File: src/rtl/fetch_predict.sv
// Instruction-fetch stage with static-taken, static-not-taken or bimodal branch prediction.
// Drives a one-cycle-latency instruction memory and tracks the PC of the returned word.
module fetch_predict #(
  parameter int unsigned       ADDR_W      = 32,
  parameter int unsigned       BHT_ENTRIES = 64,
  parameter int unsigned       PRED_MODE   = 2,
  parameter logic [ADDR_W-1:0] RESET_PC    = '0
) (
  input  logic              clk,
  input  logic              rst,
  input  logic              stall,
  input  logic [31:0]       instr,
  output logic [ADDR_W-1:0] imem_addr,
  output logic [ADDR_W-1:0] instr_pc,
  output logic              instr_valid,
  output logic              pred_taken,
  output logic [ADDR_W-1:0] pred_alt,
  input  logic              jalr_valid,
  input  logic [ADDR_W-1:0] jalr_target,
  input  logic              resolve_valid,
  input  logic [ADDR_W-1:0] resolve_pc,
  input  logic              resolve_taken,
  input  logic              resolve_mispredict,
  input  logic [ADDR_W-1:0] resolve_target,
  output logic [31:0]       branch_count,
  output logic [31:0]       mispredict_count
);

  localparam int unsigned IDX_W    = $clog2(BHT_ENTRIES);
  localparam logic [6:0]  OpJal    = 7'b1101111;
  localparam logic [6:0]  OpBranch = 7'b1100011;

  logic [ADDR_W-1:0] pc_q;
  logic              valid_q;
  logic [31:0]       branch_count_q;
  logic [31:0]       mispredict_count_q;

  logic              is_jal;
  logic              is_branch;
  logic signed [20:0] jal_off;
  logic signed [12:0] br_off;
  logic [ADDR_W-1:0] pc_plus4;
  logic [ADDR_W-1:0] jal_tgt;
  logic [ADDR_W-1:0] br_tgt;
  logic              dir_taken;
  logic              update_en;

  assign is_jal    = (instr[6:0] == OpJal);
  assign is_branch = (instr[6:0] == OpBranch);
  assign jal_off   = {instr[31], instr[19:12], instr[20], instr[30:21], 1'b0};
  assign br_off    = {instr[31], instr[7], instr[30:25], instr[11:8], 1'b0};

  // Signed size casts sign-extend the offsets to the address width.
  assign pc_plus4 = pc_q + ADDR_W'(4);
  assign jal_tgt  = pc_q + ADDR_W'(jal_off);
  assign br_tgt   = pc_q + ADDR_W'(br_off);

  assign update_en = resolve_valid && !stall;

  if (PRED_MODE == 2) begin : g_bht
    logic [1:0]       bht_q [BHT_ENTRIES];
    logic [IDX_W-1:0] rd_idx;
    logic [IDX_W-1:0] wr_idx;
    logic             unused_resolve;

    assign rd_idx         = pc_q[IDX_W+1:2];
    assign wr_idx         = resolve_pc[IDX_W+1:2];
    assign unused_resolve = ^resolve_pc;

    always_ff @(posedge clk or posedge rst) begin
      if (rst) begin
        for (int i = 0; i < BHT_ENTRIES; i++) begin
          bht_q[i] <= 2'b01;
        end
      end else if (update_en) begin
        if (resolve_taken && (bht_q[wr_idx] != 2'b11)) begin
          bht_q[wr_idx] <= bht_q[wr_idx] + 2'd1;
        end else if (!resolve_taken && (bht_q[wr_idx] != 2'b00)) begin
          bht_q[wr_idx] <= bht_q[wr_idx] - 2'd1;
        end
      end
    end

    assign dir_taken = bht_q[rd_idx][1];
  end else begin : g_static
    logic unused_resolve;

    assign unused_resolve = ^{resolve_pc, resolve_taken};
    assign dir_taken      = (PRED_MODE == 0);
  end

  assign pred_taken = valid_q && is_branch && dir_taken;

  always_comb begin
    imem_addr = pc_q;
    if (stall) begin
      imem_addr = pc_q;
    end else if (resolve_valid && resolve_mispredict) begin
      imem_addr = resolve_target;
    end else if (jalr_valid) begin
      imem_addr = jalr_target;
    end else if (valid_q && is_jal) begin
      imem_addr = jal_tgt;
    end else if (pred_taken) begin
      imem_addr = br_tgt;
    end else if (valid_q) begin
      imem_addr = pc_plus4;
    end else begin
      // No word has been returned yet, so the reset PC itself is the first fetch.
      imem_addr = pc_q;
    end
  end

  always_comb begin
    pred_alt = pc_plus4;
    if (valid_q && is_branch && !pred_taken) begin
      pred_alt = br_tgt;
    end
  end

  always_ff @(posedge clk or posedge rst) begin
    if (rst) begin
      pc_q               <= RESET_PC;
      valid_q            <= 1'b0;
      branch_count_q     <= '0;
      mispredict_count_q <= '0;
    end else if (!stall) begin
      pc_q    <= imem_addr;
      valid_q <= 1'b1;
      if (resolve_valid) begin
        branch_count_q     <= branch_count_q + 32'd1;
        mispredict_count_q <= mispredict_count_q + 32'(resolve_mispredict);
      end
    end
  end

  assign instr_pc         = pc_q;
  assign instr_valid      = valid_q;
  assign branch_count     = branch_count_q;
  assign mispredict_count = mispredict_count_q;

endmodule

File: config.mk
export PLATFORM = sky130hd
export DESIGN_NAME = fetch_predict
export DESIGN_NICKNAME = d
export VERILOG_FILES = /design/src/rtl/fetch_predict.sv
export SDC_FILE = /design/constraint.sdc
export NUM_CORES = 1
export LEC_CHECK = 0
export BUFFER_PORTS_ARGS = -buffer_cell sky130_fd_sc_hd__buf_2
export CAP_MARGIN = 20
export CORE_AREA = 2 2 254 256
export CTS_CLUSTER_DIAMETER = 30
export DETAILED_ROUTE_END_ITERATION = 10
export DIE_AREA = 0 0 256 258
export PLACE_DENSITY = 0.41
export RECOVER_POWER = 50
export SLEW_MARGIN = 10
export SYNTH_ARGS = -nofsm -noshare
export SYNTH_HDL_FRONTEND = slang
export SYNTH_SLANG_ARGS = --single-unit
File: constraint.sdc
create_clock -name clk -period 7 [get_ports clk]
set_clock_uncertainty 0.15 [all_clocks]
set_input_delay 1.4 -clock clk [delete_from_list [all_inputs] [get_ports clk]]
set_output_delay 1.4 -clock clk [all_outputs]
set_load 0.01 [all_outputs]
==> results of run 1 <==
## power groups by stage
stage	Clock, mW	Sequential [mW]	Combinational [mW]
finish	3.13	1.64	1.41
global route	3.28	1.66	1.55
CTS	3.21	1.64	1.42
detailed placement	0	1.65	1.42
global placement	0	1.65	1.40
floorplan	0	1.59	0.933
## synth_stat cells, drive strengths merged (37+ instances only)
cell type	instances
dfrtp	161
nand4	37
nand3	53
clkbuf	77
ha	49
nor2	111
o22ai	40
and3	43
a21oi	93
o21ai	217
xor2	72
nand2	322
dfstp	64
xnor2	94
## cells by family after synthesis
group / Yosys count / synth area share [%]
buffers and inverters: 138 / 3.94
and+or+nand+nor: 673 / 20.2
AOI/OAI and AO/OA: 556 / 22.2
muxes: 42 / 3.87
xor gates and xnor gates: 166 / 9.27
adders and majority gates: 51 / 4.17
DFF: 225 / 36.4
## worst paths after layout
path | from | end | slack (ns) | depth (start not counted)
max | instr[21] | imem_addr[25] | 0.68 | 13
min in group asynchronous | rst | instr_pc[6] | 1.00 | 2
min reg2reg | flip-flop | flip-flop | 0.32 | 2
max in group asynchronous | rst | g_bht.bht_q[59] | 2.89 | 3
min | flip-flop | flip-flop | 0.32 | 2
max reg2reg | instr_pc[4] | instr_pc[20] | 2.75 | 12
## metal layers
layer  up-vias  routed length (um)
met5         -                   0
met4         0                1450
met3        86                3190
met2       476               31600
met1      7581               28800
li1       7311                   -
## worst max-delay path, stage by stage
cell and delay, ns:
buf_2 0.08, ha_1 0.32, inv_1 0.09, fa_1 0.38
nand2b_1 0.20, a21oi_1 0.19, nor2_1 0.11, o211ai_1 0.41
a31oi_1 0.43, o311a_1 0.48, a221oi_1 0.38, a21oi_1 0.12
buf_2 0.16
## layout make-up
class,instances,area (um^2),share of cell area (%)
antenna,1,2.50,0.0123
clock buffer,105,2050,10.1
clock inverter,24,358,1.76
inverter,27,103,0.505
multi-input combinational,1488,9390,46.2
sequential,225,5710,28.1
tap,855,1070,5.26
timing repair buffer,318,1650,8.10
==> reports/metrics.cfg, run 1 <==
[synth]
synth.top_cell.area_share_pct = 25.7
ys_seq_area_share_pct = 36.4
postSynthAreaPerCell_um2 = 8.47
synth.distinct_cells = 78
yosys.area.top_type = dfrtp_1
synth_seq_cells = 225
synth_area_um2 = 15700
synth_warnings = 0
syn_nets = 2037
async_flop_share_pct = 100
synthTopCellsByArea = dfrtp_1 (26%), dfstp_2 (11%), nand2_1 (7.7%)
synth_edf_count = 0
ys.flop_type = dfrtp_1
synth_cells = 1851

[timing]
whs_ns = 0.322
hold_violations = 0
worst_pin_slew_ns = 2.36
fin_crit_sh_pct = 90.3
fin_tns_setup_ns = 0
layout_min_cycle_time_ns = 6.32
fmax_mhz = 158
maxSlewViolCount = 70
rsz0062_at_grt = no
setup_viol = 0
maxSlewHeadroom_pct = -57.4
setup_ws_ns = 0.676

[global_route]
grt_pass1_wl_um = 99100
grtUsageTotal_pct = 19.4
overflow = 0
use_met3_pct = 3.43
grt_max_degree = 159
grt-busiest-layer = met2
grt_pass1_vias = 15532
use_met1_pct = 24.8
grtUsageMet2_pct = 33.2
antenna_found_initial = 1

[clock_tree]
clock_latency_ns = 0.61
cts.sinks = 225
cts_tree = done
ctsHoldBuffers = 0
ctsResizeCount = 0
numCtsBuffers = 71
htree_num_levels = 3
cts_setup_buffers = 0
cts_buffer_depth = 3
clk_pin_slew_ns = 0.03
clock-root-buffer = clkbuf_16

[pwr]
power_density_nw_per_um2 = 304
ir_worst_vdd_mv = 0.164
p_switching_mw = 2.05
power_mw = 6.18
pwr-share-seq_pct = 26.5
sw_frac_of_total_pct = 33.1
leakage_nw = 8.72
pwr-share-clk_pct = 50.7
intPower_mw = 4.14
combPwrFrac_pct = 22.8

[floorplanning]
die_x_um = 256
io_pins = 297
dieArea_um2 = 66000
initial_core_util_pct = 24.6
num_rows = 93
core_area_um2 = 63600
die_h_um = 258

[cells_and_area]
final_cell_mix = nand2_1 (321), buf_2 (215), o21ai_0 (210)
layout_commonest_cell = nand2_1
nNetsFinal = 2317
drive_gt1_share_pct = 22.3
post-route-util_pct = 31.9
syn_to_final_growth_pct = 29.7
final_cells = 3043
nFillCells = 6738
final_area_um2 = 20300

[critical_path]
crit_type = input port to output pin
critPathMaxFanout = 8
start_kind = input port
endpoint_kind = output pin
crit_arrival_ns = 4.77
cp.required_ns = 5.45

[detailed_routing]
wirelength_um = 65100
viasPerCell = 5.08
vias = 15454
drcViolationCount = 0
firstDrtPassIters = 6
routedWlPerCell_um = 21.4
ant_nets = 0
drt-initial-drc-count = 1066

[placed_design]
placed_cell_area_um2 = 18000
hpwl_um = 47100
port_buffers = 270
gp_congestion = 0.849
dp_cells = 2913
place_ws_ns = 0.704

[run_status]
violations = max-capacitance violations, max-slew violations
outcome = complete, but fails checks

[worst_hold_path]
hold_path.class = flip-flop to flip-flop

[job]
maxCapViolations = 2

Power figures use the tool's default switching activity.
==> run 2, diff against run 1 <==
--- a/config.mk
+++ b/config.mk
@@ -11,6 +11,7 @@
 export CTS_CLUSTER_DIAMETER = 30
 export DETAILED_ROUTE_END_ITERATION = 10
 export DIE_AREA = 0 0 256 258
+export MAX_ROUTING_LAYER = met4
 export PLACE_DENSITY = 0.41
 export RECOVER_POWER = 50
 export SLEW_MARGIN = 10
==> run 2 against run 1 <==
Net effect: the flow still finishes with violations (max-capacitance violations, max-slew violations); final cell count unchanged; design area unchanged; maximum frequency is 0.42% higher; register-to-register slack is essentially flat; die area unchanged; largest cell class unchanged; critical path type unchanged; count of clock-buffer cells in the layout unchanged; global-route usage rose by 0.58 points.
==> reports/metrics.cfg, run 2 (synthesis results as in run 1) <==
[cells_and_area]
nNetsFinal = 2317
layout_commonest_cell = nand2_1
syn_to_final_growth_pct = 29.7
final_cell_mix = nand2_1 (321), buf_2 (215), o21ai_0 (210)
drive_gt1_share_pct = 22.3
nFillCells = 6738

[clock_tree]
ctsResizeCount = 0
clock-root-buffer = clkbuf_16
cts_setup_buffers = 0
ctsHoldBuffers = 0
cts_tree = done
clk_pin_slew_ns = 0.03
cts_buffer_depth = 3
clock_latency_ns = 0.61
numCtsBuffers = 71
htree_num_levels = 3
cts.sinks = 225

[placed_design]
place_ws_ns = 0.704
gp_congestion = 0.863
port_buffers = 270
hpwl_um = 47100

[critical_path]
crit_type = input port to output pin
cp.required_ns = 5.45
critPathMaxFanout = 8
r2r_slack_ns = 2.75
worstSetupStartpoint = instr[21]
regToRegStartpoint = instr_pc[4]
start_kind = input port
crit_arrival_ns = 4.75
endpoint_kind = output pin

[detailed_routing]
wirelength_um = 65000
drt-initial-drc-count = 1172
routedWlPerCell_um = 21.4
vias = 15328
viasPerCell = 5.04
drcViolationCount = 0
firstDrtPassIters = 7
ant_nets = 0

[floorplanning]
num_rows = 93
dieArea_um2 = 66000
io_pins = 297
initial_core_util_pct = 24.6
die_x_um = 256
die_h_um = 258
core_area_um2 = 63600

[timing]
worst_pin_slew_ns = 2.41
fin_tns_setup_ns = 0
hold_violations = 0
layout_min_cycle_time_ns = 6.30
rsz0062_at_grt = no
setup_ws_ns = 0.703
whs_ns = 0.322
maxSlewViolCount = 70
fmax_mhz = 159
fin_crit_sh_pct = 90.0
maxSlewHeadroom_pct = -60.4
setup_viol = 0

[run_status]
outcome = complete, but fails checks
violations = max-capacitance violations, max-slew violations

[global_route]
grt_pass1_wl_um = 99200
grt_max_degree = 159
antenna_found_initial = 1
overflow = 0
grtUsageTotal_pct = 20.0
grt_pass1_vias = 15495

[pwr]
power_density_nw_per_um2 = 304
leakage_nw = 8.72
ir_worst_vdd_mv = 0.164
power_mw = 6.18

[job]
maxCapViolations = 2

[worst_hold_path]
hold_path.class = flip-flop to flip-flop

## run 2: cell counts in the layout (fill, tap and decap cells not counted)
Identical to the previous run, type by type.
## run 2: worst paths after layout
| kind | depth (start not counted) | end |
|---|---|---|
| min reg2reg | 2 | flip-flop |
| max in group asynchronous | 3 | g_bht.bht_q[59] |
| max | 13 | imem_addr[25] |
| max reg2reg | 12 | instr_pc[20] |
| min in group asynchronous | 2 | instr_pc[6] |
| min | 2 | flip-flop |
## run 2: metrics by stage
step,utilization (%),instances,instance area (um^2)
floorplan,-,1851,15700
global placement,28.3,2913,18000
detailed placement,28.3,2913,18000
CTS,32.1,3042,20400
global route,31.9,3043,20300
finish,31.9,3043,20300
## run 2: power breakdown
group | total [mW] | internal (mW) | switching, mW | leakage (nW)
registers | 1.64 | 1.44 | 0.195 | 2.80
logic | 1.41 | 0.543 | 0.864 | 4.76
clock network | 3.14 | 2.15 | 0.988 | 1.17
## run 2: worst max-delay path, stage by stage
cell and delay [ns]:
buf_2 0.08, ha_1 0.32, inv_1 0.09, fa_1 0.38, nand2b_1 0.20, a21oi_1 0.19, nor2_1 0.10, o211ai_1 0.40
a31oi_1 0.43, o311a_1 0.48, a221oi_1 0.38, a21oi_1 0.12, buf_2 0.16
## run 2: area by class of cell
type	count	area (um^2)	share of cell area (%)
multi-input combinational	1488	9390	46.2
sequential	225	5710	28.1
clock buffer	105	2050	10.1
timing repair buffer	318	1650	8.10
tap	855	1070	5.26
clock inverter	24	358	1.76
inverter	27	103	0.505
antenna	1	2.50	0.0123
## run 2: metal layers
layer  global-route usage, %  share of wire [%]
met5                       -                  0
met4                    6.37                2.2
met3                    3.33                5.1
met2                    33.2                 48
met1                    24.9                 44
==> run 3, diff against run 2 <==
--- a/config.mk
+++ b/config.mk
@@ -14,7 +14,7 @@
 export MAX_ROUTING_LAYER = met4
 export PLACE_DENSITY = 0.41
 export RECOVER_POWER = 50
-export SLEW_MARGIN = 10
+export SLEW_MARGIN = 20
 export SYNTH_ARGS = -nofsm -noshare
 export SYNTH_HDL_FRONTEND = slang
 export SYNTH_SLANG_ARGS = --single-unit
==> constraint.sdc (replaced) <==
create_clock -name clk -period 7 [get_ports clk]
set_clock_uncertainty 0.15 [all_clocks]
set_input_delay 0.7 -clock clk [delete_from_list [all_inputs] [get_ports clk]]
set_output_delay 0.7 -clock clk [all_outputs]
set_load 0.01 [all_outputs]
==> run 3 against run 2 <==
Net effect: combinational power hardly changed; critical endpoint unchanged; setup slack improved by 0.52 ns; the run still ends with max-capacitance violations, max-slew violations left; maximum frequency increased by 9.1%.
==> reports/metrics.cfg, run 3 (synthesis results as in run 1) <==
[clock_tree]
ctsHoldBuffers = 0
cts_buffer_depth = 3
numCtsBuffers = 74
cts_setup_buffers = 0
clock_latency_ns = 0.62
htree_num_levels = 3
cts.sinks = 225
clk_pin_slew_ns = 0.04
clock-root-buffer = clkbuf_16
cts_tree = done
ctsResizeCount = 0

[critical_path]
cp.required_ns = 6.15
start_kind = flip-flop
crit_type = flip-flop to output pin
critPathMaxFanout = 21
endpoint_kind = output pin
crit_arrival_ns = 4.92
r2r_cells = 10

[run_status]
outcome = complete, but fails checks
violations = max-capacitance violations, max-slew violations

[cells_and_area]
diodes = 0
drive_gt1_share_pct = 22.0
final_cell_mix = nand2_1 (321), o21ai_0 (210), buf_2 (208)
nNetsFinal = 2304
final_cells = 3030
post-route-util_pct = 32.0
syn_to_final_growth_pct = 29.8
nFillCells = 6806
layout_commonest_cell = nand2_1

[detailed_routing]
drt-initial-drc-count = 1218
firstDrtPassIters = 5
routedWlPerCell_um = 21.3
met3_wirelength_um = 3270
wl_met2_um = 32100
wirelength_um = 64600
drcViolationCount = 0
viasPerCell = 5.09
ant_nets = 0
maxUsedRoutingLayer = met4
vias = 15425
wirelength_met1_um = 28000

[pwr]
leakage_nw = 8.68
power_density_nw_per_um2 = 313
pwr-share-clk_pct = 52.5
pwr-share-seq_pct = 25.9
ir_worst_vdd_mv = 0.196
combPwrFrac_pct = 21.6
sw_frac_of_total_pct = 32.5
intPower_mw = 4.30
p_switching_mw = 2.07

[placed_design]
port_buffers = 270
dp_cells = 2897
gp_congestion = 0.912
hpwl_um = 45800

[worst_hold_path]
hold_depth = 3
hold_path.class = input port to flip-flop

[timing]
fmax_mhz = 173
worst_pin_slew_ns = 3.60
maxSlewViolCount = 70
setup_viol = 0
fin_crit_sh_pct = 82.5
hold_violations = 0
layout_min_cycle_time_ns = 5.77
fin_tns_setup_ns = 0
maxSlewHeadroom_pct = -141
rsz0062_at_grt = no

[global_route]
grt_pass1_wl_um = 97400
grt_max_degree = 157
overflow = 0
grtUsageTotal_pct = 19.8
grt_pass1_vias = 15334
antenna_found_initial = 0

[job]
maxCapViolations = 1

[floorplanning]
die_h_um = 258
dieArea_um2 = 66000
die_x_um = 256
initial_core_util_pct = 24.6
io_pins = 297
core_area_um2 = 63600
num_rows = 93

## run 3: changes by cell type in the layout (fill, tap and decap cells not counted), sizes merged
cell      before  now
buf          261  239
bufinv         3    6
clkbuf       162  165
clkinv        17   18
clkinvlp       4    7
diode          1    0
## run 3: metal layers
| layer | vias to the layer above | global-route usage, % |
|---|---|---|
| met5 | - | - |
| met2 | 501 | 33.6 |
| met1 | 7553 | 24.0 |
| met3 | 95 | 3.67 |
| li1 | 7276 | - |
| met4 | 0 | 5.28 |
## run 3: worst max-delay path, cell delays in order, from the launching register on
cell	delay (ns)
dfrtp_1	1.02
buf_4	0.29
mux4_2	0.50
mux2i_1	0.35
o22ai_2	0.16
o21ai_0	0.28
o31a_1	0.51
nand2_1	0.37
o21ai_0	0.28
a221oi_1	0.10
a21oi_1	0.23
buf_2	0.18
## run 3: area by class of cell
class,count,area (um^2),share of cell area (%)
inverters,27,103,0.504
flip-flops and latches,225,5710,28.1
clock inverters,31,450,2.21
repair buffers,302,1520,7.48
multi-input cells,1488,9390,46.1
clock buffers,102,2110,10.4
well taps,855,1070,5.26
## run 3: final timing paths
| check | from | endpoint | slack, ns |
|---|---|---|---|
| worst max-delay path | instr_pc[4] | imem_addr[25] | 1.23 |
| worst min-delay path | resolve_target[3] | instr_pc[3] | 0.26 |
| worst max register to register | instr_pc[4] | instr_pc[23] | 2.58 |
| worst min register to register | mispredict_count[31] | mispredict_count[31] | 0.32 |
| max in group asynchronous | rst | g_bht.bht_q[75] | 3.82 |
| min in group asynchronous | rst | mispredict_count[29] | 0.99 |
## run 3: power by group through the flow
stage / sequential (mW) / combinational [mW] / clock [mW]
5_1_grt: 1.67 / 1.52 / 3.49
3_5_place_dp: 1.66 / 1.39 / 0
4_1_cts: 1.65 / 1.40 / 3.40
3_3_place_gp: 1.66 / 1.38 / 0
6_report: 1.65 / 1.38 / 3.34
2_1_floorplan: 1.59 / 0.932 / 0
## run 3: through the flow
stage	hold WS [ns]	setup slack (ns)	total power, mW	area [um^2]
2_1_floorplan	0.308	0.0931	2.52	15700
3_3_place_gp	0.305	1.49	3.04	17900
3_5_place_dp	0.314	1.60	3.05	17900
4_1_cts	0.0339	1.07	6.45	20400
5_1_grt	0.263	0.924	6.68	20400
6_report	0.261	1.23	6.36	20400
